$ cat src/rtl/skew_sequencer.sv
// skew_sequencer: clocking-block controller for a D -> FF -> INV -> Q loop.
// Walking-one drive through an output delay line, Q sampled via a history buffer.
module skew_sequencer #(
  parameter  int WIDTH        = 8,
  parameter  int MAX_IN_SKEW  = 4,
  parameter  int MAX_OUT_SKEW = 4,
  parameter  int LOOP_LAT     = 1,
  localparam int IW = $clog2(MAX_IN_SKEW + 1),
  localparam int OW = $clog2(MAX_OUT_SKEW + 1),
  localparam int SW = $clog2(WIDTH + 1)
) (
  input  logic             clk,
  input  logic             rst_n,
  input  logic             start,
  input  logic [IW-1:0]    in_skew,
  input  logic [OW-1:0]    out_skew,
  input  logic [WIDTH-1:0] q_in,
  output logic [WIDTH-1:0] d_out,
  output logic [WIDTH-1:0] cb_d,
  output logic [WIDTH-1:0] cb_q,
  output logic [SW-1:0]    step,
  output logic             busy,
  output logic             done
);

  localparam int DW =
    $clog2(MAX_IN_SKEW + MAX_OUT_SKEW + LOOP_LAT + 1);

  typedef enum logic [1:0] {
    IDLE,
    DRIVE,
    DRAIN
  } state_t;

  state_t           state_q, state_d;
  logic [WIDTH-1:0] cb_d_q, cb_d_d;
  logic [WIDTH-1:0] cb_q_q, cb_q_d;
  logic [SW-1:0]    step_q, step_d;
  logic             busy_q, busy_d;
  logic             done_q, done_d;
  logic [DW-1:0]    drain_q, drain_d;
  logic [IW-1:0]    in_skew_q, in_skew_d;
  logic [OW-1:0]    out_skew_q, out_skew_d;
  logic [WIDTH-1:0] hist_q  [MAX_IN_SKEW];
  logic [WIDTH-1:0] hist_d  [MAX_IN_SKEW];
  logic [WIDTH-1:0] dline_q [MAX_OUT_SKEW];
  logic [WIDTH-1:0] dline_d [MAX_OUT_SKEW];

  always_comb begin
    state_d    = state_q;
    cb_d_d     = cb_d_q;
    step_d     = step_q;
    busy_d     = busy_q;
    done_d     = 1'b0;
    drain_d    = drain_q;
    in_skew_d  = in_skew_q;
    out_skew_d = out_skew_q;

    hist_d[0] = q_in;
    for (int i = 1; i < MAX_IN_SKEW; i++)
      hist_d[i] = hist_q[i-1];
    dline_d[0] = cb_d_q;
    for (int i = 1; i < MAX_OUT_SKEW; i++)
      dline_d[i] = dline_q[i-1];

    cb_q_d = q_in;
    for (int i = 0; i < MAX_IN_SKEW; i++)
      if (in_skew_q == IW'(i + 1))
        cb_q_d = hist_q[i];

    unique case (state_q)
      IDLE: begin
        if (start) begin
          state_d = DRIVE;
          cb_d_d  = '0;
          step_d  = '0;
          busy_d  = 1'b1;
          in_skew_d = (in_skew > IW'(MAX_IN_SKEW))
                    ? IW'(MAX_IN_SKEW) : in_skew;
          out_skew_d = (out_skew > OW'(MAX_OUT_SKEW))
                     ? OW'(MAX_OUT_SKEW) : out_skew;
        end
      end
      DRIVE: begin
        cb_d_d = WIDTH'(1) << step_q;
        step_d = step_q + SW'(1);
        if (step_q == SW'(WIDTH - 1)) begin
          state_d = DRAIN;
          drain_d = DW'(out_skew_q) + DW'(LOOP_LAT)
                  + DW'(in_skew_q);
        end
      end
      DRAIN: begin
        drain_d = drain_q - DW'(1);
        // counter is about to reach zero: end of sequence
        if (drain_q <= DW'(1)) begin
          state_d = IDLE;
          drain_d = '0;
          done_d  = 1'b1;
          busy_d  = 1'b0;
          cb_d_d  = '0;
          step_d  = '0;
        end
      end
      default: state_d = IDLE;
    endcase
  end

  always_ff @(posedge clk or negedge rst_n) begin
    if (!rst_n) begin
      state_q    <= IDLE;
      cb_d_q     <= '0;
      cb_q_q     <= '0;
      step_q     <= '0;
      busy_q     <= 1'b0;
      done_q     <= 1'b0;
      drain_q    <= '0;
      in_skew_q  <= '0;
      out_skew_q <= '0;
      for (int i = 0; i < MAX_IN_SKEW; i++)
        hist_q[i] <= '0;
      for (int i = 0; i < MAX_OUT_SKEW; i++)
        dline_q[i] <= '0;
    end else begin
      state_q    <= state_d;
      cb_d_q     <= cb_d_d;
      cb_q_q     <= cb_q_d;
      step_q     <= step_d;
      busy_q     <= busy_d;
      done_q     <= done_d;
      drain_q    <= drain_d;
      in_skew_q  <= in_skew_d;
      out_skew_q <= out_skew_d;
      for (int i = 0; i < MAX_IN_SKEW; i++)
        hist_q[i] <= hist_d[i];
      for (int i = 0; i < MAX_OUT_SKEW; i++)
        dline_q[i] <= dline_d[i];
    end
  end

  // d_out is a mux over flops only, so it clears with async reset
  always_comb begin
    d_out = cb_d_q;
    for (int i = 0; i < MAX_OUT_SKEW; i++)
      if (out_skew_q == OW'(i + 1))
        d_out = dline_q[i];
  end

  assign cb_d = cb_d_q;
  assign cb_q = cb_q_q;
  assign step = step_q;
  assign busy = busy_q;
  assign done = done_q;

endmodule
$ cat config.mk
export PLATFORM = sky130hd
export DESIGN_NAME = skew_sequencer
export DESIGN_NICKNAME = d
export VERILOG_FILES = /design/src/rtl/skew_sequencer.sv
export SDC_FILE = /design/constraint.sdc
export NUM_CORES = 1
export LEC_CHECK = 0
export CAP_MARGIN = 20
export CORE_MARGIN = 1
export CORE_UTILIZATION = 45
export DETAILED_ROUTE_END_ITERATION = 8
export DONT_BUFFER_PORTS = 1
export GPL_TIMING_DRIVEN = 0
export PLACE_DENSITY_LB_ADDON = 0.12
export SYNTH_ARGS = -nofsm -noshare
export SYNTH_HDL_FRONTEND = slang
export SYNTH_SLANG_ARGS = --single-unit
$ cat constraint.sdc
create_clock -name clk -period 2.3 [get_ports clk]
set_input_delay 0.345 -clock clk [delete_from_list [all_inputs] [get_ports clk]]
set_output_delay 0.345 -clock clk [all_outputs]
set_load 0.02 [all_outputs]
==> reports/metrics.cfg <==
[outcome]
outcome = finished, violations left
violations = hold timing

[cts]
clock_path_buffers = 2
clk_latency_ns = 0.36
cts_max_level = 3
clk_pin_slew_ns = 0.10
cts_tree = done
cts.sinks = 98
cts_hold_buf = 8
cts_buffers = 9
cts_root_buffer = clkbuf_8

[synthesis]
yosys.area.top_type = dfrtp_1
syn-num-nets = 361
synth-main-ff-cell = dfrtp_1
syn_inst = 332
syn_avg_cell_area_sq_um = 12.2
async_reset_ff_share_pct = 100
yosysSeqAreaShare_pct = 60.5
synth_edf_count = 0
synthTopCellsByArea = dfrtp_1 (60%), mux2i_1 (3.9%), ha_1 (3.4%), o21ai_0 (3.1%), nand3b_1 (2.6%)
synth.distinct_cells = 43
synth_top_area_share_pct = 60.5
netlist_area_sq_um = 4060
synth_warnings = 0
synth-seq-cells = 98

[pwr]
p_total_mw = 6.29
peakVddDrop_uv = 553
powerDensity_nw_per_um2 = 1400
power_leakage_nw = 1.97

[floorplanning]
fp.dieW_um = 96.9
coreArea_sq_um = 8720
rows = 34
start_util_pct = 46.5
die_y_um = 96.9
die-area_sq_um = 9400
ios = 47

[critical_path]
critPathArrivalTime_ns = 2.40
regToRegSetupSlack_ns = 0.15
crit_type = reg2reg
cp-start-kind = register
critPathMaxFanout = 10
cp.required_ns = 2.55
end_kind = register

[timing]
period_needed_ns = 2.15
fin_skew_ns = 0.0132
timing.final.max_slew_violations = 0
period_share_pct = 93.5
slew_headroom_pct = 62.0
setup_tns_ns = 0
finalHoldViolCount = 98
worst_pin_slew_ns = 0.570
fmax_ghz = 0.465
setup_viol = 0
rsz0062_at_grt = false
setup_slack_ns = 0.149
holdWs_ns = -0.330

[place]
io_buffers = 0
finalWeightedCongestion = 0.797
pre_cts_ws_ns = 0.0511
dpl.hpwl_um = 5370

[global_route]
grtUsageTotal_pct = 19.1
grt_pass1_vias = 2628
antenna_found_initial = 0
grt_use_met3_pct = 5.64
grt_util_met2_pct = 27.7
overflow = 0
grt_pass1_wl_um = 14100
use_met1_pct = 28.0
grt_max_degree = 99
gr-max-usage-layer = met1

[detailed_routing]
routed_via_density = 5.62
wl_per_cell_um = 18.1
drt_pass1_iterations = 4
drt_iter0_drc = 156
drc = 0
drt-total-wl_um = 8380
detail-route-antenna-nets = 0
via_count = 2601

[layout]
area_growth_pct = 10.4
drive_gt1_share_pct = 11.5
final_nets = 379
antenna_cells = 0

[min_path]
hp-class = in2async

[run]
drv_cap = 0

[critical path: stages, from the launching register on]
cell      delay [ns]
dfrtp_1         0.44
clkbuf_2        0.21
inv_1           0.21
ha_1            0.20
inv_1           0.05
fa_1            0.37
xnor2_1         0.16
nor3_1          0.08
a311o_1         0.33
[flip-flops by register name (all words and copies together), names as in the netlist, 2 cells and up]
register,count
drain_q,4
dline_q,8
hist_q,8
in_skew_q,3
cb_d,8
hist_d,24
step,4
dline_d,24
cb_q,8
state_q,2
out_skew_q,3
[per-layer routing]
metal / share of wire (%) / wire, um / vias to the layer above
met5: 0 / 0 / -
met2: 45 / 3780 / 60
met3: 5.3 / 440 / 6
li1: - / - / 1226
met1: 49 / 4100 / 1309
met4: 0.74 / 62 / 0
[per-stage QoR]
stage               util (%)  cells  area [sq um]
floorplan                  -    332          4060
global placement        48.1    440          4190
detailed placement      48.1    440          4190
CTS                     51.3    464          4470
global route            51.4    463          4480
finish                  51.4    463          4480
[cell type report]
class                           count  area, sq um
Fill cell                         797         4240
Sequential cell                    98         2450
Multi-Input combinational cell    200         1450
Buffer                             24          135
Tap cell                          108          135
Clock buffer                        9          124
Timing Repair Buffer                8         80.1
Clock inverter                      7         70.1
Inverter                            9         33.8
[path summary, 6_finish.rpt]
path | start | end | cells after the start
min in group clk | in_skew[2] | in_skew_q[2] | 1
hold / removal | rst_n | hist_q[2] | 0
setup / recovery | out_skew_q[0] | drain_q[2] | 8
hold reg to reg | dline_d[6] | dline_q[6] | 0
setup reg to reg | out_skew_q[0] | drain_q[2] | 8
max in group asynchronous | rst_n | cb_d[3] | 0
[power breakdown]
part,total [mW],switching [mW],leakage (nW),internal (mW)
logic,2.43,1.39,0.640,1.04
registers,2.76,0.559,1.23,2.20
clock network,1.10,0.598,0.0990,0.501
[cells in the mapped netlist (all sizes together), types with 2 or more instances]
| master | instances |
|---|---|
| a21oi | 14 |
| a22o | 7 |
| a22oi | 4 |
| a311o | 2 |
| a32o | 6 |
| and2b | 2 |
| buf | 12 |
| clkbuf | 13 |
| dfrtp | 98 |
| ha | 11 |
| inv | 9 |
| mux2 | 3 |
| mux2i | 16 |
| nand2 | 17 |
| nand2b | 11 |
| nand3 | 2 |
| nand3b | 14 |
| nor2 | 13 |
| nor2b | 2 |
| nor3b | 4 |
| o211ai | 2 |
| o21a | 5 |
| o21ai | 25 |
| o21bai | 10 |
| o22a | 8 |
| o32a | 4 |
| or3 | 3 |
| or3b | 2 |
[logic make-up (layout without fill, tap and decap cells)]
family | count (synthesis) | count (layout) | share of synthesized area, %
AO/OA/AOI/OAI | 93 | 93 | 16.1
XOR/XNOR | 1 | 1 | 0.216
adder cells (fa/ha/maj) | 12 | 12 | 3.89
buffers and inverters | 34 | 57 | 4.01
flip-flops | 98 | 98 | 60.5
multiplexers | 19 | 19 | 4.78
AND/OR/NAND/NOR | 75 | 75 | 10.6
[repair_timing]
item                       CTS  global route
hold endpoints to repair   106            98
gates resized for setup      3            11
setup buffers                0             0
gates cloned                 0             0
setup endpoints to repair    8            10
[cell usage in the layout, fill, tap and decap left out, drive strengths merged, types with 2 or more instances in the layout]
cell type / n
o32a: 4
mux2: 3
ha: 11
nand3: 2
and2b: 2
buf: 12
nand2b: 11
o21a: 5
or3b: 2
nand2: 17
nor3b: 4
mux2i: 16
dfrtp: 98
clkbuf: 21
o22a: 8
nor2: 13
clkinv: 5
o211ai: 2
inv: 9
o21ai: 25
nor2b: 2
a32o: 6
a311o: 2
o21bai: 10
a22oi: 4
or3: 3
nand3b: 14
dlygate4sd3: 8
a22o: 7
a21oi: 14
Power figures use the tool's default switching activity.
